**config.mk**
```make
export PLATFORM = sky130hd
export DESIGN_NAME = pattern_det_ctrl
export DESIGN_NICKNAME = d
export VERILOG_FILES = /design/src/rtl/pattern_det_ctrl.sv
export SDC_FILE = /design/constraint.sdc
export NUM_CORES = 1
export LEC_CHECK = 0
export CAP_MARGIN = 10
export CORE_MARGIN = 2
export CORE_UTILIZATION = 50
export CTS_CLUSTER_SIZE = 14
export DETAILED_ROUTE_END_ITERATION = 7
export GPL_TIMING_DRIVEN = 0
export PLACE_DENSITY = 0.83
export SLEW_MARGIN = 5
export SYNTH_ARGS = -nofsm -noshare
export SYNTH_HDL_FRONTEND = slang
export SYNTH_SLANG_ARGS = --single-unit
```
**constraint.sdc**
```tcl
create_clock -name clk -period 3.63 [get_ports clk]
set_input_delay 0.726 -clock clk [delete_from_list [all_inputs] [get_ports clk]]
set_output_delay 0.726 -clock clk [all_outputs]
set_load 0.01 [all_outputs]
```
**src/rtl/pattern_det_ctrl.sv**
```systemverilog
// pattern_det_ctrl: configurable serial pattern detector controller with match counting and completion flag
module pattern_det_ctrl #(
    parameter int MAX_LEN = 8,
    parameter int LEN_W   = 4,
    parameter int CNT_W   = 8
) (
    input  logic               clk,
    input  logic               rst,
    input  logic               cfg_valid,
    output logic               cfg_ready,
    input  logic [MAX_LEN-1:0] cfg_pattern,
    input  logic [LEN_W-1:0]   cfg_len,
    input  logic               cfg_overlap,
    input  logic [CNT_W-1:0]   cfg_thresh,
    output logic               cfg_err,
    input  logic               start,
    input  logic               stop,
    input  logic               signal,
    input  logic               sig_valid,
    output logic               out,
    output logic [CNT_W-1:0]   match_cnt,
    output logic               busy,
    output logic               done
);
    typedef enum logic [1:0] {IDLE, ARMED, DONE} state_t;
    state_t state, state_nx;
    logic [MAX_LEN-1:0] pattern, shifted, mask;
    logic [MAX_LEN-2:0] history;
    logic [LEN_W-1:0]   len, fill, fill_inc;
    logic [CNT_W-1:0]   thresh, cnt_inc;
    logic               overlap, cfg_fire, cfg_ok, bit_en, hit, arm;

    // Handshake, window compare and start qualification derived from current state
    always_comb begin
        cfg_ready = state == IDLE;
        busy      = state == ARMED;
        done      = state == DONE;
        cfg_fire  = cfg_valid && cfg_ready;
        cfg_ok    = cfg_len != '0 && cfg_len <= LEN_W'(MAX_LEN);
        bit_en    = busy && sig_valid;
        shifted   = {history, signal};
        mask      = '0;
        for (int i = 0; i < MAX_LEN; i++) mask[i] = i < int'(len);
        hit       = bit_en && ({1'b0, fill} + (LEN_W+1)'(1) >= {1'b0, len}) &&
                    ((shifted ^ pattern) & mask) == '0;
        fill_inc  = fill < len ? fill + LEN_W'(1) : len;
        cnt_inc   = &match_cnt ? match_cnt : match_cnt + CNT_W'(1);
        arm       = start && !stop && (cfg_ready ? len != '0 : done);
    end

    // Next state: stop wins, then start, then threshold completion
    always_comb begin
        state_nx = state;
        if (stop && state != IDLE)
            state_nx = IDLE;
        else if (arm)
            state_nx = ARMED;
        else if (hit && thresh != '0 && cnt_inc == thresh)
            state_nx = DONE;
    end

    // State register
    always_ff @(posedge clk or negedge rst) begin
        if (!rst)
            state <= IDLE;
        else
            state <= state_nx;
    end

    // Config capture, shift history, fill tracking, match counting and pulses
    always_ff @(posedge clk or negedge rst) begin
        if (!rst) begin
            pattern   <= '0;
            len       <= '0;
            overlap   <= 1'b0;
            thresh    <= '0;
            history   <= '0;
            fill      <= '0;
            match_cnt <= '0;
            out       <= 1'b0;
            cfg_err   <= 1'b0;
        end else begin
            cfg_err <= cfg_fire && !cfg_ok;
            out     <= hit;
            if (cfg_fire && cfg_ok) begin
                pattern <= cfg_pattern;
                len     <= cfg_len;
                overlap <= cfg_overlap;
                thresh  <= cfg_thresh;
            end
            if (arm) begin
                history   <= '0;
                fill      <= '0;
                match_cnt <= '0;
            end else if (bit_en) begin
                history <= shifted[MAX_LEN-2:0];
                fill    <= (hit && !overlap) ? '0 : fill_inc;
                if (hit) match_cnt <= cnt_inc;
            end
        end
    end
endmodule

```
---- Yosys cells after proc, flatten, opt, wreduce, memory -nomap -nowiden ----
Cells that the tools add are included.
operators by class
  bitwise operators ....................... 2
  eq/ne operators ......................... 3
  multiplexer cells ....................... 14
  $lt $le $gt $ge ......................... 11
  reduce and logical (&&, ||, !) cells .... 27
  add/sub/neg operators ................... 3
operators with widths
  kind                                                        count
  two-way mux 8 bit                                           4
  less-than comparator 3 x 4 -> 1 bit (first input constant)  4
  two-way mux 4 bit                                           4
  two-way mux 7 bit                                           2
  logical AND 1 bit                                           13
  adder 8 x 1 -> 8 bit (second input constant)                1
  bitwise AND 8 bit                                           1
  equality test 8 bit                                         1
  zero test 8 bit                                             1
  less-than comparator 1 x 4 -> 1 bit (first input constant)  2
  less-than comparator 2 x 4 -> 1 bit (first input constant)  2
  AND reduction 8 bit                                         1
  nonzero test 4 bit                                          2
  nonzero test 8 bit                                          1
  XOR 8 bit                                                   1
  two-way mux 2 bit                                           3
  nonzero test 2 bit                                          3
  adder 4 x 1 -> 5 bit (second input constant)                1
  >= comparator 5 x 4 -> 1 bit                                1
  adder 4 x 1 -> 4 bit (second input constant)                1
  <= comparator 4 bit (second input constant)                 1
  less-than comparator 4 bit                                  1
  zero test 1 bit                                             3
  nonzero test 3 bit                                          1
  5 further kinds                                             5
word-level totals
  output and inout bits ................... 13
  bits in registers ....................... 44
  word-level logic and storage cells ...... 70

---- Logic depth before layout (Yosys ltp) ----
  depth in word-level cells ............... 9
  gate-level depth with buffers ........... 9
  gate-level depth less buffers ........... 8

---- Least setup slack after synthesis ----
No wires, ideal clock.
  kind .................................... register -> register
  start ................................... register match_cnt[0]
  end ..................................... register state[0]
  arrival time ............................ 2.145 ns
  library setup time ...................... 0.120 ns
  path slack .............................. 1.365 ns
  data required time ...................... 3.510 ns
  stages on the path, launching flop included .. 10
  path through ............................ dfrtp_1 > ha_1 > clkbuf_8 > and4_1 > clkbuf_1 > a211o_1 > nand3_1 > nor4b_1 > nand4_1 > a31o_2
between the ends
  word-level cells in the longest chain between the ends .. 5
ends and longest elaborated chain
  item                                                                line  source
  start, declared                                                     21    output logic [CNT_W-1:0] match_cnt,
  start signal, assigned                                              98    if (hit) match_cnt <= cnt_inc;
  adder 8 x 1 -> 8 bit / AND reduction 8 bit (equally long branches)  47    cnt_inc = &match_cnt ? match_cnt : match_cnt + CNT_W'(1);
  two-way mux 8 bit (*)                                               47
  equality test 8 bit (*)                                             58    else if (hit && thresh != '0 && cnt_inc == thresh)
  logical AND 1 bit (*)                                               58
  nonzero test 3 bit (no line) (*)                                    -
  end signal, assigned                                                67    state <= state_nx;
  end, declared                                                       26    state_t state, state_nx;
Mark *: on every way between the ends. The rest lies on a longest branch, timed or not.
A chain may end at the register's enable or synchronous reset.

---- Worst setup path in the final report ----
Same ends and word-level chain as after synthesis.

==> metrics.yaml <==
status: "complete, no violations"
met1_usage: 0.271
synth.distinct_cells: 54
postPlaceCellArea_um2: 3100
ir_worst_vdd_mv: 0.314
grt_first_pass_wirelength_mm: 9.19
dieWidth_um: 76.1
fin_nets: 336
crit_path_start_kind: "flop"
path_cells: "ha_1 > clkbuf_8 > and2_1 > a211oi_1 > xnor2_1 > a211oi_1 > nand4_1 > a31o_2"
period_share: 0.685
die_area_um2: 5790
cap_violations: 0
cts_resized: 0
slowest_delay_ns: 0.54
grt_use_total: 0.193
crit_family: "compound AO/OA/AOI/OAI gates"
fin_total_pwr_mw: 1.78
clock_sinks: 44
layout_commonest_cell: "dfrtp_1"
cts_tree: "yes"
leakagePower_nw: 1.40
dp_cells: 361
grt_max_degree: 30
fp.dieH_um: 76.1
grt_pass1_vias: 1940
path_common_cell: "a211oi_1"
syn_nets: 288
io_buffers: 40
clk_pin_slew_worst_paths_ns: 0.08
rr_endpoint: "state[0]"
wirelength_mm: 5.36
cts-buffers-inserted: 5
fin_tns_setup_ns: 0
antenna_found_initial: 0
route.detailed.drc: 0
htree_levels: 2
max_clock_freq_mhz: 402
cp-end-kind: "flop"
num_io_pins: 41
async_flop_share: 1.00
wl_per_cell_um: 14.5
drive_gt1_frac: 0.164
first_pass_iters: 5
avgSynthCellArea_um2: 10.4
postLayoutCellArea_um2: 3210
rr_startpoint: "match_cnt[0]"
critPathSlowestCell: "a211oi_1"
path_max_fanout: 9
met3_usage: 0.0237
cellPowerDensity_nw_per_um2: 554
holdBufCountCts: 0
netlist_instances: 250
relSlewSlack: 0.558
start_util: 0.512
synth.cell_area_um2: 2600
clkLatencyLatePin_ns: 0.29
worstSetupPathType: "flop to flop"
rows: 26
synth_ff_type: "dfrtp_1"
yosysWarnings: 0
place_congestion: 0.886
fillers: 438
synth_seq_cells: 44
core_area_um2: 5070
setup_viol_count_final: 0
synth_edf_count: 0
drt_iter0_drc: 189
post_cts_buffers: 0
n_antenna_cell: 0
grt-busiest-layer: "met2"
crit_required_ns: 3.81
root_buffer: "clkbuf_8"
rrSetupSlack_ns: 1.14
hold_viol: 0
r2r_cells: 8
arrival_ns: 2.67
grt_use_met2: 0.314
viasPerCell: 5.47
min_path_type: "primary input to async pin"
route.vias.total: 2020
clk_path_buf_depth: 2
mostFrequentLayoutCells: "dfrtp_1, clkdlybuf4s50_1, nand2_1"
tightest_slew_ns: 0.663
clock-skew-final_ns: 0.00732
yosysSeqAreaShare: 0.423
syn_to_final_growth_pct: 23.6
instances_no_fill: 369
critPathBufInv: 1
gr-total-overflow: 0
rsz0062_at_grt: "false"
min_period_ns: 2.49
slew_violations: 0
dp_hpwl_mm: 4.13
antenna_left: 0
==> metrics by stage <==
step	hold WS [ns]	setup WS, ns	util
2_1_floorplan	0.430	1.36	-
3_3_place_gp	0.491	0.703	0.608
3_5_place_dp	0.504	0.884	0.611
4_1_cts	0.351	1.14	0.633
5_1_grt	0.380	0.924	0.633
6_report	0.353	1.14	0.633
==> Yosys cell counts, types with 2 or more instances <==
| cell type | number | share of area |
|---|---|---|
| ha_1 | 10 | 0.048 |
| clkbuf_8 | 2 | 0.011 |
| nor2b_1 | 5 | 0.012 |
| a21o_2 | 2 | 0.0067 |
| mux2i_1 | 7 | 0.027 |
| o21ai_0 | 6 | 0.012 |
| xor2_1 | 12 | 0.040 |
| o31ai_1 | 4 | 0.012 |
| nand2_1 | 24 | 0.035 |
| o211ai_1 | 2 | 0.0058 |
| dfrtp_1 | 44 | 0.42 |
| and2_1 | 3 | 0.0072 |
| xnor2_1 | 9 | 0.030 |
| a211oi_1 | 3 | 0.0087 |
| nor3_1 | 4 | 0.0077 |
| clkbuf_1 | 7 | 0.010 |
| nor4_1 | 3 | 0.0072 |
| nand3_1 | 19 | 0.037 |
| inv_1 | 9 | 0.013 |
| nand2b_1 | 2 | 0.0048 |
| a31oi_1 | 5 | 0.012 |
| nor2_1 | 7 | 0.010 |
| a21oi_1 | 10 | 0.019 |
| mux2_2 | 21 | 0.091 |
==> metal layers <==
| layer | up-vias | routed length (µm) |
|---|---|---|
| li1 | 999 | - |
| met1 | 970 | 2590 |
| met2 | 44 | 2540 |
| met3 | 7 | 164 |
| met4 | 0 | 75 |
| met5 | - | 0 |
==> flip-flops by register name, indices dropped and copies added (netlist names) <==
| signal | cells |
|---|---|
| cfg_err | 1 |
| fill | 4 |
| history | 7 |
| len | 4 |
| match_cnt | 8 |
| out | 1 |
| overlap | 1 |
| pattern | 8 |
| state | 2 |
| thresh | 8 |
==> cells by family (layout without fill, tap and decap cells) <==
| family | count (synthesis) | in the layout | synth area share |
|---|---|---|---|
| fa+ha+maj | 10 | 10 | 0.0481 |
| mux | 28 | 28 | 0.118 |
| compound gates | 49 | 49 | 0.139 |
| flops | 44 | 44 | 0.423 |
| buf+inv | 20 | 69 | 0.0409 |
| simple gates | 78 | 78 | 0.160 |
| xor+xnor | 21 | 21 | 0.0707 |
==> where the power goes <==
part	switching, mW	internal [mW]
Sequential	0.135	0.607
Combinational	0.321	0.352
Clock	0.164	0.204
==> worst max path at each step <==
stage / start / endpoint / cells after the start
2_1_floorplan: match_cnt[0] / state[0] / 9
3_3_place_gp: rst / fill[3] / 1
3_5_place_dp: cfg_len[1] / len[2] / 6
4_1_cts: match_cnt[0] / state[0] / 8
5_1_grt: match_cnt[0] / state[0] / 8
6_report: match_cnt[0] / state[0] / 8
==> final cells by class <==
| cell class | instances | area, µm² | area share |
|---|---|---|---|
| timing repair buffer | 41 | 415 | 0.129 |
| sequential | 44 | 1100 | 0.343 |
| multi-input combinational | 186 | 1390 | 0.433 |
| clock inverter | 3 | 42.5 | 0.0132 |
| clock buffer | 5 | 68.8 | 0.0214 |
| inverter | 9 | 33.8 | 0.0105 |
| buffer | 11 | 72.6 | 0.0226 |
| tap | 70 | 87.6 | 0.0272 |
Note: power is estimated with default switching activity, not from simulation.
==> RTL edit 1 (config.mk and constraints unchanged) <==
The 3 states of `state_t` get a one-hot encoding in 3 bits.
--- a/src/rtl/pattern_det_ctrl.sv
+++ b/src/rtl/pattern_det_ctrl.sv
@@ -24,3 +24,3 @@
 );
-    typedef enum logic [1:0] {IDLE, ARMED, DONE} state_t;
+    typedef enum logic [2:0] {IDLE = 3'b001, ARMED = 3'b010, DONE = 3'b100} state_t;
     state_t state, state_nx;
Check against the original RTL: no difference found for any inputs over 10 cycles, from zero or initial values and one cycle with rst low; not proved beyond that.
==> RTL edit 1 against the unedited design <==
Die area increased by 3.5%. Core utilization up 0.88 points. Area after synthesis is 3.7% higher. Final cell count rose by 1.6%. Synthesized cell count grew 2.4%. Setup slack got worse by 0.27 ns. Maximum frequency decreased by 9.9%. Non-clock buffer count up 2. Sequential cell count increased by 1. Cell area grew 2.7%. Routed wire length grew 16%. Total power is 8.5% higher. Critical path type is now flip-flop to output port.
==> RTL edit 1: results (changes against the unedited design) <==
part of the total power dissipated in sequential elements=43.1% (+1.4 points); commonest cells in the netlist=44 x sky130_fd_sc_hd__dfrtp_1, 26 x sky130_fd_sc_hd__mux2_2, 25 x sky130_fd_sc_hd__nand2_1; startpoint of the worst setup timing path=state[0]; met1 routing resource usage after global routing=30.6% (+3.5 points); result of the run=complete, no violations; # placed instances=367 (+1.7%); total number of vias=2182 (+8.0%); synthesis-stage register bit count=45 (+2.3%); die outline area=0.00600 sq mm (+3.5%); crit-path max FO=5 (-4); proportion of synthesized chip area in sequential cells=41.8% (-0.54 points); CP Data Arrival Time=2.03 ns (-0.64 ns); family with the most delay on the worst path=buffers and inverters; Min Hold Slack=0.370 ns (+0.0175 ns); standard cell with the maximum stage delay on the critical path=sky130_fd_sc_hd__clkdlybuf4s50_1; layout filler cell count=464 (+5.9%); vias in the first global route=2154 (+11%); non-clock buffer share of cell area=14.7% (-0.47 points); relative area of clock buffers and inverters in the final design=3.07% (-0.39 points); CP peak stage delay=0.56 ns (+0.02 ns); number of detailed-route iterations in the first pass=4 (-1); met2 track demand over resource=32.8% (+1.4 points); post-synth net total=294 (+2.1%); routed wire length per instance=16.6 um (+14%); Mapped Cells=256 (+2.4%); initial detailed-routing violation count=155 (-18%); maximum clock skew at final layout=0.00597 ns (-0.00135 ns); wire length of the first global-routing pass=10300 um (+12%); power dissipated by switching net loads=0.678 mW (+9.6%); largest net degree at the start of global routing=29 (-3.3%); detailed placement HPWL=4510 um (+9.3%); number of distinct library cells after synthesis=55 (+1.9%); share of cells above drive strength 1=18.7% (+2.3 points); routed length on met3=375 um (+130%); all-layer global routing usage=21.7% (+2.4 points); Reg2Reg Capture Point=state[2]; non-clock buffer total of the final layout=54 (+3.8%)
-- RTL edit 1: changes by cell type after synthesis, sizes merged, moves of 4 or more --
| cell | before | now |
|---|---|---|
| nand3 | 19 | 6 |
| mux2 | 21 | 27 |
| o21ai | 7 | 13 |
| xor2 | 12 | 6 |
| a32o | 0 | 5 |
| buf | 2 | 7 |
| nand2b | 2 | 7 |
| nor3b | 0 | 5 |
| mux2i | 7 | 3 |
| o31ai | 4 | 0 |
-- RTL edit 1: worst max-delay path by stage --
stage                    to  cells past startpoint
2_1_floorplan  match_cnt[1]                      8
3_3_place_gp        overlap                      1
3_5_place_dp      thresh[5]                      6
4_1_cts           cfg_ready                      3
5_1_grt           cfg_ready                      3
6_report          cfg_ready                      3
-- RTL edit 1: cell families after synthesis --
family	share of synthesized area, %
AOI/OAI and AO/OA	17.6
xor gates and xnor gates	5.20
adders and majority gates	4.64
buffers and inverters	3.85
DFF	41.8
muxes	12.5
and+or+nand+nor	14.3
==> RTL edit 2 (same settings) <==
Made on the original files. The parameter `MAX_LEN` goes from 8 to 4.
--- a/src/rtl/pattern_det_ctrl.sv
+++ b/src/rtl/pattern_det_ctrl.sv
@@ -2,3 +2,3 @@
 module pattern_det_ctrl #(
-    parameter int MAX_LEN = 8,
+    parameter int MAX_LEN = 4,
     parameter int LEN_W   = 4,
Interface: changed (resized cfg_pattern); port bits go from 41 to 37. No check against the original RTL was run, so the function may have changed too.
==> RTL edit 2 against the unedited design <==
Setup slack worse by 0.14 ns. Clock skew is 0.0039 ns lower. Critical path depth stayed put. Area after synthesis down 17%. Total power is 17% lower. Clock power shrank 3%. Routed wire length is 12% lower. Cell area fell by 16%. Via count fell by 13%. Final cell count down 17%. Sequential cell count shrank 8. Worst hold slack better by 0.15 ns. Critical path type unchanged. Largest cell class unchanged. Highest routed layer unchanged.
==> RTL edit 2: results (changes against the unedited design) <==
wire length of the first global-routing pass=8020 um (-13%); register-to-register setup slack=1.01 ns (-0.14 ns); biggest regs=match_cnt x8, thresh x8; met2 track demand over resource=33.0% (+1.6 points); met3 Resource Use GR=3.92% (+1.6 points); number of distinct library cells after synthesis=52 (-3.7%); Avg Vias per Cell=5.71 (+4.3%); routability-driven placement congestion ratio=0.881 (-0.62%); commonest cells in the netlist=36 x sky130_fd_sc_hd__dfrtp_1, 19 x sky130_fd_sc_hd__nand2_1, 13 x sky130_fd_sc_hd__mux2_2; # nets final=290 (-14%); input/output buffers=36 (-10%); maximum clock skew at final layout=0.00340 ns (-0.00393 ns); CP peak stage delay=0.50 ns (-0.04 ns); met1 routing resource usage after global routing=29.0% (+1.9 points); relative slew slack=47.9% (-7.9 points); Reg2Reg Capture Point=state[1]; largest net degree at the start of global routing=37 (+23%); Syn Area/Cell=10.1 sq um (-2.4%); post-synth net total=246 (-15%); detailed placement HPWL=3430 um (-17%); # placed instances=298 (-17%); peak ir drop on the vdd network=0.404 mV (+29%); largest cells by area after synthesis=sky130_fd_sc_hd__dfrtp_1 42%, sky130_fd_sc_hd__mux2_2 6.8%, sky130_fd_sc_hd__ha_1 5.8%; count of placed standard cells in the final layout, fillers left out=307 (-17%); initial detailed-routing violation count=95 (-50%); standard cell with the maximum stage delay on the critical path=sky130_fd_sc_hd__a2111oi_4; result of the run=complete, no violations; CP Data Arrival Time=2.86 ns (+0.19 ns); proportion of synthesized chip area in sequential cells=41.9% (-0.46 points); vias in the first global route=1615 (-17%); number of detailed-route iterations in the first pass=4 (-1); Placed Area=0.00257 sq mm (-17%); final wirelength=4720 um (-12%); Min Hold Slack=0.505 ns (+0.153 ns); share of cells above drive strength 1=15.2% (-1.2 points); all-layer global routing usage=20.9% (+1.6 points)
-- RTL edit 2: worst register-to-register path, cell delays in order, from the launching register on --
cell	delay, ns
sky130_fd_sc_hd__dfrtp_1	0.44
sky130_fd_sc_hd__ha_1	0.33
sky130_fd_sc_hd__ha_1	0.28
sky130_fd_sc_hd__a21boi_0	0.20
sky130_fd_sc_hd__o31ai_1	0.13
sky130_fd_sc_hd__a2111oi_4	0.50
sky130_fd_sc_hd__o2111ai_1	0.21
sky130_fd_sc_hd__nor4_2	0.32
sky130_fd_sc_hd__o21a_1	0.16
-- RTL edit 2: worst max-delay path by stage --
stage          startpoint       end  slack [ns]
2_1_floorplan     fill[0]  state[0]        1.43
3_3_place_gp         stop   fill[3]        0.69
3_5_place_dp    sig_valid  state[0]        0.72
4_1_cts           fill[0]  state[1]        0.98
5_1_grt           fill[0]  state[0]        0.80
6_report          fill[0]  state[1]        1.01
-- RTL edit 2: final cells by class --
type | instances | area (sq um)
sequential | 36 | 901
tap | 50 | 62.6
multi-input combinational | 158 | 1170
fill | 316 | 1370
timing repair buffer | 37 | 360
buffer | 8 | 45.0
inverter | 10 | 37.5
clock buffer | 5 | 68.8
clock inverter | 3 | 42.5
-- RTL edit 2: report_power, final --
group | internal, mW | switching, mW
logic | 0.274 | 0.254
clock network | 0.203 | 0.152
registers | 0.498 | 0.105
total | 0.975 | 0.511
-- RTL edit 2: per-stage QoR --
step	power [mW]	setup slack, ns
2_1_floorplan	0.973	1.43
3_3_place_gp	1.11	0.690
3_5_place_dp	1.13	0.718
4_1_cts	1.49	0.978
5_1_grt	1.59	0.796
6_report	1.49	1.01
-- RTL edit 2: kinds of logic (layout without fill, tap and decap cells) --
group / count (synthesis) / after routing / synth area share (%)
multiplexers: 17 / 17 / 8.67
AO/OA/AOI/OAI: 49 / 49 / 17.3
XOR/XNOR: 12 / 12 / 4.89
AND/OR/NAND/NOR: 70 / 70 / 17.6
adder cells (fa/ha/maj): 10 / 10 / 5.82
buffers and inverters: 18 / 63 / 3.84
flip-flops: 36 / 36 / 41.9
-- RTL edit 2: per-layer routing --
metal / routed length (um) / share of wire, %
met1: 2170 / 46
met4: 72 / 1.5
met3: 220 / 4.7
met5: 0 / 0
met2: 2250 / 48
